### config.mk
export PLATFORM = sky130hd
export DESIGN_NAME = uart_cmd_parser
export DESIGN_NICKNAME = d
export VERILOG_FILES = /design/src/rtl/uart_cmd_parser.sv
export SDC_FILE = /design/constraint.sdc
export NUM_CORES = 1
export LEC_CHECK = 0
export ABC_CLOCK_PERIOD_IN_PS = 5100
export CAP_MARGIN = 10
export CORE_UTILIZATION = 50
export CTS_CLUSTER_DIAMETER = 30
export CTS_CLUSTER_SIZE = 16
export DETAILED_ROUTE_END_ITERATION = 8
export HOLD_SLACK_MARGIN = 0.08
export PLACE_DENSITY = 0.79
export RECOVER_POWER = 100
export SLEW_MARGIN = 15
export SYNTH_ARGS = -nofsm -noshare
export SYNTH_HDL_FRONTEND = slang
export SYNTH_SLANG_ARGS = --single-unit
### constraint.sdc
create_clock -name clk -period 5.1 [get_ports clk]
set_clock_uncertainty 0.05 [all_clocks]
set_input_delay 1.275 -clock clk [delete_from_list [all_inputs] [get_ports clk]]
set_output_delay 1.275 -clock clk [all_outputs]
set_load 0.005 [all_outputs]
### src/rtl/uart_cmd_parser.sv
// uart_cmd_parser
//   Device-side command decoder for the UART matrix-multiply link.
//   It takes a command byte and four dimension bytes from the host. It validates
//   the dimensions and answers with one ACK or NAK byte. It then packs the
//   big-endian FP32 operand bytes into 32-bit words. These words are written
//   row-major into buffer A, then buffer H. A one-cycle start pulse follows the
//   last H word.
//
// Ports
//   clk, rst                  system clock, synchronous active-high reset
//   rx_valid, rx_data         one-cycle byte strobe and received byte
//   tx_send, tx_data          one-cycle transmit request; byte held until tx_done
//   tx_done                   transmitter finished (level or pulse)
//   wr_en, wr_sel, wr_addr,   operand write strobe, buffer select (0=A, 1=H),
//   wr_data                   row-major element index, assembled FP32 word
//   a_height, a_width,        dimensions latched from the header
//   h_height, h_width
//   start                     one-cycle pulse after the last H word is written
//   busy                      high whenever the parser is not idle
//   err                       one-cycle pulse on NAK or inter-byte timeout
module uart_cmd_parser #(
  parameter logic [7:0]  CMD_MATRIX_MULT = 8'h02,
  parameter logic [7:0]  ACK_BYTE        = 8'hA5,
  parameter logic [7:0]  NAK_BYTE        = 8'h5A,
  parameter int unsigned MAX_DIM         = 8,
  parameter int unsigned ADDR_W          = 6,
  parameter int unsigned TIMEOUT_CYCLES  = 2_000_000
) (
  input  logic              clk,
  input  logic              rst,
  input  logic              rx_valid,
  input  logic [7:0]        rx_data,
  output logic              tx_send,
  output logic [7:0]        tx_data,
  input  logic              tx_done,
  output logic              wr_en,
  output logic              wr_sel,
  output logic [ADDR_W-1:0] wr_addr,
  output logic [31:0]       wr_data,
  output logic [7:0]        a_height,
  output logic [7:0]        a_width,
  output logic [7:0]        h_height,
  output logic [7:0]        h_width,
  output logic              start,
  output logic              busy,
  output logic              err
);

  localparam int unsigned CW    = ADDR_W + 1;
  localparam int unsigned TMO_W = $clog2(TIMEOUT_CYCLES + 1);
  localparam logic [7:0]       MAX_DIM_B = 8'(MAX_DIM);
  localparam logic [TMO_W-1:0] TMO_LAST  = TMO_W'(TIMEOUT_CYCLES - 1);

  typedef enum logic [2:0] {
    IDLE, HDR, CHECK, REPLY, REPLY_WAIT, LOAD_A, LOAD_H, FIRE
  } state_t;

  state_t          state, state_next;
  logic [1:0]      hdr_cnt;
  logic [1:0]      byte_idx;
  logic [CW-1:0]   elem_idx, elem_inc, a_cnt, h_cnt, cur_cnt;
  logic [23:0]     asm_q;
  logic [31:0]     asm_next;
  logic [TMO_W-1:0] tmo_cnt;
  logic            hdr_ok, hdr_legal;
  logic            tx_done_q, tx_rise;
  logic            in_load, word_done, last_word, timeout_hit, err_set;

  assign tx_rise  = tx_done & ~tx_done_q;
  assign in_load  = (state == LOAD_A) || (state == LOAD_H);
  assign cur_cnt  = (state == LOAD_H) ? h_cnt : a_cnt;
  assign elem_inc = elem_idx + 1'b1;
  assign asm_next = {asm_q, rx_data};

  assign word_done   = in_load && rx_valid && (byte_idx == 2'd3);
  assign last_word   = word_done && (elem_inc == cur_cnt);
  // tmo_cnt holds the number of cycles since the last byte, so firing one
  // cycle early lets the registered err land exactly TIMEOUT_CYCLES later.
  assign timeout_hit = ((state == HDR) || in_load) && !rx_valid &&
                       (tmo_cnt == TMO_LAST);

  assign hdr_legal = (a_height != 8'd0) && (a_height <= MAX_DIM_B) &&
                     (a_width  != 8'd0) && (a_width  <= MAX_DIM_B) &&
                     (h_height != 8'd0) && (h_height <= MAX_DIM_B) &&
                     (h_width  != 8'd0) && (h_width  <= MAX_DIM_B) &&
                     (a_width == h_height);

  assign tx_send = (state == REPLY);
  assign busy    = (state != IDLE);

  always_ff @(posedge clk) begin
    if (rst) state <= IDLE;
    else     state <= state_next;
  end

  always_comb begin
    state_next = state;
    err_set    = 1'b0;
    case (state)
      IDLE: begin
        if (rx_valid && (rx_data == CMD_MATRIX_MULT)) state_next = HDR;
      end
      HDR: begin
        if (timeout_hit) begin
          state_next = IDLE;
          err_set    = 1'b1;
        end else if (rx_valid && (hdr_cnt == 2'd3)) begin
          state_next = CHECK;
        end
      end
      CHECK: state_next = REPLY;
      REPLY: state_next = REPLY_WAIT;
      REPLY_WAIT: begin
        if (tx_rise) begin
          if (hdr_ok) begin
            state_next = LOAD_A;
          end else begin
            state_next = IDLE;
            err_set    = 1'b1;
          end
        end
      end
      LOAD_A: begin
        if (timeout_hit) begin
          state_next = IDLE;
          err_set    = 1'b1;
        end else if (last_word) begin
          state_next = LOAD_H;
        end
      end
      LOAD_H: begin
        if (timeout_hit) begin
          state_next = IDLE;
          err_set    = 1'b1;
        end else if (last_word) begin
          state_next = FIRE;
        end
      end
      FIRE:    state_next = IDLE;
      default: state_next = IDLE;
    endcase
  end

  always_ff @(posedge clk) begin
    if (rst) begin
      tx_done_q <= 1'b0;
      tx_data   <= '0;
      wr_en     <= 1'b0;
      wr_sel    <= 1'b0;
      wr_addr   <= '0;
      wr_data   <= '0;
      a_height  <= '0;
      a_width   <= '0;
      h_height  <= '0;
      h_width   <= '0;
      start     <= 1'b0;
      err       <= 1'b0;
      hdr_cnt   <= '0;
      byte_idx  <= '0;
      elem_idx  <= '0;
      a_cnt     <= '0;
      h_cnt     <= '0;
      asm_q     <= '0;
      hdr_ok    <= 1'b0;
      tmo_cnt   <= '0;
    end else begin
      tx_done_q <= tx_done;
      wr_en     <= 1'b0;
      start     <= (state == FIRE);
      err       <= err_set;

      if (rx_valid || !((state == HDR) || in_load)) tmo_cnt <= TMO_W'(1);
      else                                          tmo_cnt <= tmo_cnt + 1'b1;

      if (state == IDLE) hdr_cnt <= '0;

      if ((state == HDR) && rx_valid) begin
        case (hdr_cnt)
          2'd0:    a_height <= rx_data;
          2'd1:    a_width  <= rx_data;
          2'd2:    h_height <= rx_data;
          default: h_width  <= rx_data;
        endcase
        hdr_cnt <= hdr_cnt + 1'b1;
      end

      if (state == CHECK) begin
        hdr_ok  <= hdr_legal;
        tx_data <= hdr_legal ? ACK_BYTE : NAK_BYTE;
        a_cnt   <= CW'(a_height) * CW'(a_width);
        h_cnt   <= CW'(h_height) * CW'(h_width);
      end

      // Leaving the load states (including via timeout) drops any partial word.
      if (!in_load) begin
        byte_idx <= '0;
        elem_idx <= '0;
      end else if (rx_valid) begin
        asm_q    <= asm_next[23:0];
        byte_idx <= byte_idx + 1'b1;
        if (word_done) begin
          wr_en    <= 1'b1;
          wr_sel   <= (state == LOAD_H);
          wr_addr  <= elem_idx[ADDR_W-1:0];
          wr_data  <= asm_next;
          elem_idx <= last_word ? '0 : elem_inc;
        end
      end
    end
  end

endmodule

Word-level counts from Yosys, hierarchy flattened:

Cells that the tools add are included.

* mux-type cells: 21
* reductions and logical operators: 42
* eq/ne operators: 20
* bitwise operators: 5
* magnitude comparators: 4
* shifts and indexed selects: 0
* add/sub/neg operators: 4
* div/mod/pow operators: 0
* multipliers: 2

Operator list (number)
* 8-bit by 4-bit <= comparator with 1-bit output, second input constant: 4
* 8-bit nonzero test: 4
* 3-bit 2-to-1 mux: 9
* 3-bit case mux with 8 select lines: 1
* 21-bit by 1-bit adder with 21-bit output, second input constant: 1
* 21-bit == test, second input constant: 1
* 1-bit logical AND: 16
* 7-bit by 7-bit multiplier with 7-bit output: 2
* 7-bit 2-to-1 mux: 2
* 3-bit == test, second input constant: 4
* 2-bit AND reduction: 6
* 3-bit OR reduction: 3
* 8-bit by 2-bit == test with 1-bit output, second input constant: 1
* 8-bit == test: 1
* 8-bit 2-to-1 mux: 1
* 7-bit by 1-bit adder with 7-bit output, second input constant: 1
* 7-bit == test: 1
* 2-bit == test, second input constant: 3
* 3-bit by 2-bit == test with 1-bit output, second input constant: 2
* 3-bit != test, second input constant: 2
* 1-bit 2-to-1 mux: 5
* 5-bit AND reduction: 1
* 2-bit by 1-bit adder with 2-bit output, second input constant: 2
* 2-bit 2-to-1 mux: 2
* 15 further kinds: 23

* RAM bits: 0
* memories: 0
* memory bits (read-only): 0
* latch bits: 0
* flip-flop bits (word level): 157
* logic and storage cells: 120
* bits of input ports: 12
* output and inout bits: 84

Depth between registers and ports, before layout:

* depth after elaboration: 10
* gate-level depth with buffers: 15
* mapped depth without buffers: 14

Least setup slack after synthesis:

Ideal clock, no wire load.

* path type: register to register
* from: register h_height[2]
* to: register h_cnt[6]
* path buffers: 1
* required time: 4980 ps
* clock period less this slack: 3634 ps
* stages on the path, launching flop included: 16
* setup time: 70 ps
* arrival time: 3514 ps
* setup slack: 1466 ps
* path through: dfxtp_1 -> clkbuf_1 -> nand2_1 -> fa_1 -> inv_1 -> ha_1 -> inv_1 -> fa_1 -> fa_1 -> inv_1 -> ha_1 -> a21oi_1 -> xnor2_1 -> xnor2_1 -> nand2_1 -> a21oi_1

* word-level cells in the longest chain between the ends: 1

Ends and longest elaborated chain
* start: declaration: line 42 `output logic [7:0] h_height,`
* start signal: assignment: line 181 `2'd2: h_height <= rx_data;`
* 7-bit by 7-bit multiplier with 7-bit output: line 191 `h_cnt <= CW'(h_height) * CW'(h_width);`
* end signal: assignment: line 191
* end: declaration: line 61 `logic [CW-1:0] elem_idx, elem_inc, a_cnt, h_cnt, cur_cnt;`

No other way between the ends.
A chain may end at the register's enable or synchronous reset.

Final worst setup path:

* from: input rst
* to: register byte_idx[0]

* word-level cells in the longest chain between the ends: 1

Ends and longest elaborated chain
* start: declaration: line 30 `input logic rst,`
* 2-bit OR reduction (no source line)
* end signal: assignment: line 200 `byte_idx <= byte_idx + 1'b1;`
* end: declaration: line 60 `logic [1:0] byte_idx;`

No other way between the ends.

==> results by group <==
Status
  • Run status: complete, but fails checks
  • Failing checks: capacitance limit, slew limit

Final layout
  • Share of layout cells above drive strength 1: 0.0410
  • Layout fillers: 1,257
  • Register area: 0.00300 sq mm
  • Area occupied by multi-input gates: 0.00407 sq mm
  • Core Util, Final: 0.617
  • Diode count: 0
  • Total Nets Final: 1,047
  • Area grow syn2layout: 20.2%

STA
  • Final hold viol count: 0
  • Setup TNS: 0 ns
  • Hold WS: 0.400 ns
  • Final number of max-transition violations: 101
  • Slew headroom: -0.717
  • FMAX: 233 MHz
  • Final setup violation count: 0
  • Min Tclk post-route: 4.29 ns
  • Setup ws final: 0.813 ns
  • RSZ-0062 raised after global routing: no
  • Worst slew pin tran: 2.57 ns
  • Crit share post-route: 0.841

GRT
  • Antenna violations before repair: 0
  • GRT Total Usage: 0.245
  • Overflow after GRT: 0
  • First-pass GRT wire length: 29,000 microns
  • Pin count of the biggest net entering global routing: 67
  • Number of global-route vias before repair: 5,958

Yosys
  • Main synth FF type: dfxtp_1
  • Post-synthesis sequential area ratio: 0.402
  • Synth Warn #: 0
  • Post-synth EDFFs: 0
  • Avg Cell Area, Syn: 8.00 sq um
  • Post-synthesis cell count: 933
  • Post-synth cell types: 50
  • Mapped Nets: 992
  • Asr flop ratio synth: 0
  • Yosys reg bits: 150
  • Post-synthesis cell area: 0.00746 sq mm

Die
  • Initial Util: 0.513
  • Chip width: 124 microns
  • Die height: 124 microns
  • I/O pin count: 96
  • Number of cell rows: 44
  • Area of the die: 0.0154 sq mm
  • Core ar.: 0.0145 sq mm

Pwr
  • Leakage: 3.47 nW
  • Maximum VDD drop: 236 uV
  • PD cells: 304 mW/mm^2

Clocking
  • CTS root buf: clkbuf_16
  • Post-cts resize count: 0
  • Clk sinks: 150
  • Clock latency on the worst-skew pair: 0.43 ns
  • Hold_buf cts: 0
  • Clk buf depth: 2
  • Clk pin slew, worst setup/hold paths: 0.06 ns
  • TritonCTS buffer count: 17
  • H-tree lvl count: 4
  • Post-CTS setup buffer count: 0
  • CTS tree: built

Setup path
  • Critical-path cell list: clkbuf_1 -> buf_4 -> or2_0 -> nor2_1
  • Worst path slowest cell: clkbuf_1
  • WP data required: 5.34 ns
  • Slowest stage delay, CP: 1.79 ns
  • CP max FO: 66
  • Kind of critical path: in -> reg
  • CP startpoint kind: input pin
  • WP data arrival: 4.53 ns
  • Crit end category: flop

Route
  • Via density: 5.47
  • Remaining antenna violation count after routing: 0
  • Final WL: 17,700 microns
  • Router iterations before antenna repair: 5
  • Residual DRC: 0
  • Via count: 6,487
  • Routed wire length per instance: 14.9 microns
  • DRT iter0 DRCs: 543

Placement
  • Number of port buffers: 95
  • Setup WS pre-CTS: 1.17 ns
  • Final GP Congestion: 0.848
  • Dpl hpwl: 12,200 microns

Hold path
  • Worst Hold Class: reg -> reg

Flow run
  • Max-cap violations: 2
## through the flow
step	cells	total power, W	cell area [sq um]
after floorplan	933	0.00144	7460
after global placement	1153	0.00153	8400
after detailed placement	1153	0.00153	8400
after CTS	1185	0.00276	8990
after global routing	1185	0.00283	8970
final	1185	0.00273	8970
## registers in the layout, summed over array words and instances, names as in the netlist
name	count
tmo_cnt	21
h_width	8
tx_done_q	1
hdr_cnt	2
wr_data	32
a_width	8
elem_idx	7
tx_data	2
err	1
h_cnt	7
wr_addr	6
a_cnt	7
h_height	8
a_height	8
start	1
state	3
wr_en	1
wr_sel	1
asm_q	24
byte_idx	2
## worst max-delay path, delay by kind of cell
family | cells | cell delay, ns
AND/OR/NAND/NOR | 2 | 0.63
buffers and inverters | 2 | 2.59
## cell usage after synthesis, types with 2 or more instances
cell	count	area share
buf_2	6	0.0040
nor2b_1	3	0.0025
xnor2_1	46	0.054
o21ai_0	12	0.0080
fa_1	14	0.038
mux2i_1	9	0.012
or2_2	2	0.0017
nand2_1	233	0.12
a31oi_1	5	0.0042
nor4b_1	2	0.0023
nor2_1	43	0.022
ha_1	33	0.055
xor2_1	12	0.014
and4_1	3	0.0035
buf_1	2	0.0010
nor4_1	9	0.0075
a21o_1	7	0.0070
and2_1	29	0.024
or3_1	7	0.0059
clkbuf_1	48	0.024
nor3b_1	3	0.0030
a211oi_1	4	0.0040
inv_1	25	0.013
nand2b_1	4	0.0034
and3_1	8	0.0067
dfxtp_1	150	0.40
nand3_1	48	0.032
nand4_1	2	0.0017
nor3_1	12	0.0080
buf_4	8	0.0080
a22oi_1	2	0.0020
a21oi_1	124	0.083
## cells by family after synthesis
family / after synthesis / share of synthesized area
XOR/XNOR: 58 / 0.0681
adder cells (fa/ha/maj): 47 / 0.0929
multiplexers: 10 / 0.0141
AND/OR/NAND/NOR: 416 / 0.253
flip-flops: 150 / 0.402
buffers and inverters: 90 / 0.0513
AO/OA/AOI/OAI: 162 / 0.118
## area by class of cell
type / instances / share of cell area
clock buffers: 21 / 0.0513
inverters: 25 / 0.0105
clock inverters: 11 / 0.0138
multi-input cells: 693 / 0.454
flip-flops and latches: 150 / 0.335
repair buffers: 101 / 0.110
well taps: 184 / 0.0257
## worst paths after layout
| check | start | slack (ns) | cells after the start | endpoint |
|---|---|---|---|---|
| setup / recovery | rst | 0.81 | 4 | byte_idx[0]$_SDFFE_PP0P_ |
| hold reg to reg | wr_data[2]$_SDFFE_PP0P_ | 0.40 | 2 | wr_data[2]$_SDFFE_PP0P_ |
| setup reg to reg | h_height[2]$_SDFFE_PP0P_ | 1.22 | 14 | h_cnt[6]$_SDFFE_PP0P_ |
| hold / removal | wr_data[2]$_SDFFE_PP0P_ | 0.40 | 2 | wr_data[2]$_SDFFE_PP0P_ |
## cells in the final DEF (no fill, tap or decap), types with 3 or more instances in the layout
cell / instances
nand2_1: 233
dfxtp_1: 150
a21oi_1: 124
dlygate4sd3_1: 84
nand3_1: 48
xnor2_1: 46
nor2_1: 43
ha_1: 33
and2_1: 29
inv_1: 25
clkbuf_16: 17
fa_1: 14
nor3_1: 12
xor2_1: 12
o21ai_0: 12
clkdlybuf4s50_1: 10
nor4_1: 9
mux2i_1: 9
and3_1: 8
or3_1: 7
a21o_1: 7
a211oi_1: 5
a31oi_1: 5
buf_4: 5
nand2b_1: 4
clkbuf_1: 4
nor2b_1: 3
and4_1: 3
nor3b_1: 3
clkinvlp_4: 3
clkinv_2: 3
## power breakdown
part,switching [W],total [W],internal [W]
Sequential,0.0000425,0.00124,0.00120
Combinational,0.000156,0.000257,0.000101
Clock,0.000485,0.00123,0.000745
Total,0.000684,0.00273,0.00204
## layer usage
layer | vias to the layer above | track usage | wire [microns]
met5 | - | 0 | 0
met4 | 0 | 0.101 | 422
met3 | 36 | 0.0481 | 950
met2 | 171 | 0.396 | 8570
met1 | 3076 | 0.318 | 7760
li1 | 3204 | - | -
No activity file was read; power rests on OpenSTA's default activity.
